**src/rtl/act_stream_ctrl.sv**
```systemverilog
// act_stream_ctrl: sequences one burst of input-buffer elements through a shared activation unit
// and writes each result to the output buffer, sustaining one element per cycle.
module act_stream_ctrl #(
  parameter int WIDTH       = 8,
  parameter int ADDR_W      = 10,
  parameter int LEN_W       = 11,
  parameter int ACT_LATENCY = 1
) (
  input  logic              iClk,
  input  logic              iRst,
  input  logic              cfg_start,
  input  logic [LEN_W-1:0]  cfg_len,
  input  logic [ADDR_W-1:0] cfg_src_base,
  input  logic [ADDR_W-1:0] cfg_dst_base,
  input  logic [1:0]        cfg_func,
  input  logic              pause,
  output logic              busy,
  output logic              done,
  output logic              err,
  output logic              rd_en,
  output logic [ADDR_W-1:0] rd_addr,
  input  logic [WIDTH-1:0]  rd_data,
  output logic              act_en,
  output logic [1:0]        act_sel,
  output logic [WIDTH-1:0]  act_data,
  input  logic [WIDTH-1:0]  act_out,
  input  logic              act_rdy,
  output logic              wr_en,
  output logic [ADDR_W-1:0] wr_addr,
  output logic [WIDTH-1:0]  wr_data
);

  typedef enum logic [1:0] {IDLE, ISSUE, DRAIN, DONE} state_t;

  state_t             state;
  logic [LEN_W-1:0]   len_q;
  logic [LEN_W-1:0]   issued;
  logic [LEN_W-1:0]   written;
  logic [ADDR_W-1:0]  src_q;
  logic [ADDR_W-1:0]  dst_q;
  logic [1:0]         func_q;
  logic [ACT_LATENCY:0] vld;
  logic               err_q;
  logic               issue;
  logic               due;

  // Issue is decided in the same cycle from registered state so pause gates reads with no extra lag.
  assign issue = (state == ISSUE) && !pause && (issued != len_q);
  assign due   = vld[ACT_LATENCY];

  always_ff @(posedge iClk or negedge iRst) begin
    if (!iRst) begin
      state   <= IDLE;
      len_q   <= '0;
      issued  <= '0;
      written <= '0;
      src_q   <= '0;
      dst_q   <= '0;
      func_q  <= '0;
      vld     <= '0;
      err_q   <= 1'b0;
    end else begin
      vld <= {vld[ACT_LATENCY-1:0], issue};
      if (issue) issued <= issued + LEN_W'(1);
      // A missing act_rdy is flagged, but the slot is still written so the count stays aligned.
      if (due) begin
        written <= written + LEN_W'(1);
        if (!act_rdy) err_q <= 1'b1;
      end
      case (state)
        IDLE: begin
          if (cfg_start) begin
            len_q   <= cfg_len;
            src_q   <= cfg_src_base;
            dst_q   <= cfg_dst_base;
            func_q  <= cfg_func;
            issued  <= '0;
            written <= '0;
            err_q   <= 1'b0;
            state   <= (cfg_len == '0) ? DONE : ISSUE;
          end
        end
        ISSUE: begin
          if ((issue && (issued + LEN_W'(1) == len_q)) || (issued == len_q)) state <= DRAIN;
        end
        DRAIN: begin
          if ((due && (written + LEN_W'(1) == len_q)) || (written == len_q)) state <= DONE;
        end
        DONE: state <= IDLE;
        default: state <= IDLE;
      endcase
    end
  end

  assign busy     = (state != IDLE) || cfg_start;
  assign done     = (state == DONE);
  assign err      = err_q;
  assign rd_en    = issue;
  assign rd_addr  = issue ? (src_q + issued[ADDR_W-1:0]) : '0;
  assign act_en   = vld[0];
  assign act_sel  = func_q;
  assign act_data = vld[0] ? rd_data : '0;
  assign wr_en    = due;
  assign wr_addr  = due ? (dst_q + written[ADDR_W-1:0]) : '0;
  assign wr_data  = due ? act_out : '0;

endmodule

```
**config.mk**
```make
export PLATFORM = sky130hd
export DESIGN_NAME = act_stream_ctrl
export DESIGN_NICKNAME = d
export VERILOG_FILES = /design/src/rtl/act_stream_ctrl.sv
export SDC_FILE = /design/constraint.sdc
export NUM_CORES = 1
export LEC_CHECK = 0
export ABC_AREA = 1
export BUFFER_PORTS_ARGS = -buffer_cell sky130_fd_sc_hd__buf_2
export CAP_MARGIN = 25
export CORE_UTILIZATION = 60
export DETAILED_ROUTE_END_ITERATION = 10
export PLACE_DENSITY = 0.95
export REMOVE_ABC_BUFFERS = 1
export SETUP_SLACK_MARGIN = 0.02
export SYNTH_ARGS = -nofsm -noshare
export SYNTH_HDL_FRONTEND = slang
export SYNTH_SLANG_ARGS = --single-unit
export TNS_END_PERCENT = 100
```
**constraint.sdc**
```tcl
create_clock -name iClk -period 4.5 [get_ports iClk]
set_input_delay 0.225 -clock iClk [delete_from_list [all_inputs] [get_ports iClk]]
set_output_delay 0.225 -clock iClk [all_outputs]
set_load 0.005 [all_outputs]
```
==> impl_metrics.yaml <==
worst_setup_path:
  reg2reg_depth: 14
  endpoint_kind: "output port"
  reg2reg_slack_ps: 2340
  crit_path_start: "issued[0]$_DFF_PN0_"
  worstReg2RegStart: "issued[1]$_DFF_PN0_"
  crit_end: "rd_addr[6]"
  cp_max_fo: 5
  arrival_ps: 2660
  critPathLaunchType: "flip-flop"
  worstReg2RegEnd: "state[0]$_DFFE_PN0P_"
  cp_data_required_time_ps: 4280
  path_class: "flip-flop to output port"
cells_and_area:
  postLayoutCellArea_mm2: 0.005207
  fill_cells: 584
  layout_common_cells: "nand2_1, buf_2, inv_1, dfrtp_1, nor2_1"
  syn_to_final_growth_pct: 16.81
  multi_input_area_mm2: 0.002567
  nets: 817
  drive_above_1_share: 0.1946
  num_antenna_cells: 0
  layout_commonest_cell: "nand2_1"
  regArea_mm2: 0.001501
pwr:
  p_per_area_mw_per_mm2: 609.1
  p_leak_nw: 2.916
  ir_drop_uv: 335.9
clock_tree:
  numClockSinks: 60
  cts_tree: "done"
  post-cts-setup-buffers: 0
  post_cts_resized: 0
  cts_htree_levels: 3
  cts_buffer_depth: 2
  clkTransAtPathRegs_ps: 80
  hold_buffers: 0
  cts-root-buf: "clkbuf_8"
  clk_latency_ps: 350
  cts_made_buffers: 9
grt:
  grt_pass1_vias: 4548
  grt_use_total: 0.3315
  grt-ovfl-total: 0
  grt_pass1_wl_um: 19850
  grt_max_degree: 61
  antenna_found_initial: 0
synth:
  yosys_register_bits: 60
  synthArstFlopShare: 1.000
  syn_area_mm2: 0.004458
  yosysSeqAreaShare: 0.3368
  syn_area_per_cell_um2: 6.944
  synth_edf_count: 0
  syn_inst: 642
  ys_warn_count: 0
  yosysUniqueCellTypes: 42
  ys.flop_type: "dfrtp_1"
die:
  initial_core_util: 0.6179
  die_h_um: 88.20
  rows: 31
  core_mm2: 0.007214
  ios: 98
  die-width_um: 88.20
  die_area_mm2: 0.007778
sta:
  grt_setup_unrepaired: "no"
  slew_headroom: 0.4768
  hold-worst-slack_ps: 30.38
  fmax_mhz: 347.2
  setup_viol: 0
  min_period_ps: 2880
  finalCritPeriodShare: 0.6400
  finalClockSkew_ps: 7.740
  drv_slew: 0
  worst_slew_pin_slew_ps: 784.7
  tns_ps: 0
  hold_violations: 0
placement:
  gp_congestion: 0.9142
  dp_hpwl_um: 8860
  placed_cell_area_mm2: 0.005017
  io_buffer_count: 97
route:
  wl_per_cell_um: 14.40
  ant_nets: 0
  first_pass_iters: 5
  drt-initial-drc-count: 213
  wl_um: 12080
  route.vias.total: 4564
  post-route-drc-count: 0
  vias_per_cell: 5.440
run:
  cap_violations: 0
status:
  run_status: "finished clean"
hold_path:
  hp-class: "input pin to asynchronous set/reset pin"
## layout make-up
class	instances	area share
Multi-Input combinational cell	482	0.4930
Inverter	82	0.05935
Tap cell	99	0.02379
Clock buffer	10	0.02643
Timing Repair Buffer	101	0.09899
Clock inverter	5	0.01009
Sequential cell	60	0.2883
## report_power, final
part           leakage (nW)  internal (mW)  switching, mW  total (mW)
clock network        0.0979          0.265          0.229       0.494
registers             0.765          0.749          0.277        1.03
logic                  2.05          0.652           1.00        1.65
## flip-flops by register name (all words and copies together), names as in the netlist
signal and count:
state 2, err 1, dst_q 10, vld 2, act_sel 2, written 11, issued 11, len_q 11
src_q 10
## synth_stat cells (2+ instances only)
master,count,area share
buf_1,2,0.0017
xor2_1,14,0.028
a211oi_1,2,0.0034
nand3_2,4,0.0090
nor2_4,3,0.0076
o21ai_0,34,0.038
nand2_2,4,0.0056
nand2_1,210,0.18
nor4_1,3,0.0042
nand4_1,5,0.0070
a211oi_2,4,0.011
nand3_1,33,0.037
inv_1,76,0.064
fa_1,2,0.0090
buf_4,2,0.0034
xnor2_1,19,0.037
nor2_2,6,0.0084
inv_2,3,0.0025
nor3_1,10,0.011
clkinv_1,2,0.0017
clkbuf_1,10,0.0084
dfrtp_1,60,0.34
nor2_1,58,0.049
a21o_1,2,0.0034
a21oi_1,30,0.034
buf_2,3,0.0034
nor3b_1,2,0.0034
ha_1,25,0.070
## worst max-delay path, cell delays in order, from the launching register on
cell      delay, ps
dfrtp_1         440
ha_1            290
fa_1            400
nand2_1          80
inv_1            50
o21ai_0         230
a21boi_0        160
o21ai_0         170
nand2_1          90
o21ai_0         190
a21oi_1          70
buf_2           130
## logic make-up (layout without fill, tap and decap cells)
group           count (synthesis)  in the layout  share of synthesized area
compound gates                 83             83                     0.1100
xor+xnor                       33             33                    0.06483
fa+ha+maj                      27             27                    0.07915
buf+inv                       100            198                    0.08728
flops                          60             60                     0.3368
simple gates                  339            339                     0.3219
## per-stage QoR
| step | std cells | worst slack, ps | util | total power, mW |
|---|---|---|---|---|
| floorplan | 624 | 1722 | - | 2.137 |
| global placement | 824 | 2236 | 0.6955 | 2.534 |
| detailed placement | 824 | 2051 | 0.6955 | 2.639 |
| CTS | 839 | 1687 | 0.7218 | 3.149 |
| global route | 839 | 1383 | 0.7218 | 3.431 |
| finish | 839 | 1620 | 0.7218 | 3.172 |
## how the worst min path moves through the flow
stage	start	to	slack, ps
floorplan	iRst	act_sel[0]$_DFFE_PN0P_	-70
global placement	iRst	dst_q[6]$_DFFE_PN0P_	420
detailed placement	cfg_dst_base[2]	dst_q[2]$_DFFE_PN0P_	420
CTS	cfg_dst_base[2]	dst_q[2]$_DFFE_PN0P_	60
global route	cfg_dst_base[2]	dst_q[2]$_DFFE_PN0P_	70
finish	iRst	dst_q[6]$_DFFE_PN0P_	30
## per-layer routing
metal	wire length, µm	part of all wire	track usage
met2	6173	0.51	0.5937
met1	4764	0.39	0.3705
met5	0	0	0
met3	646	0.053	0.04995
met4	499	0.041	0.1994
Power figures use the tool's default switching activity.
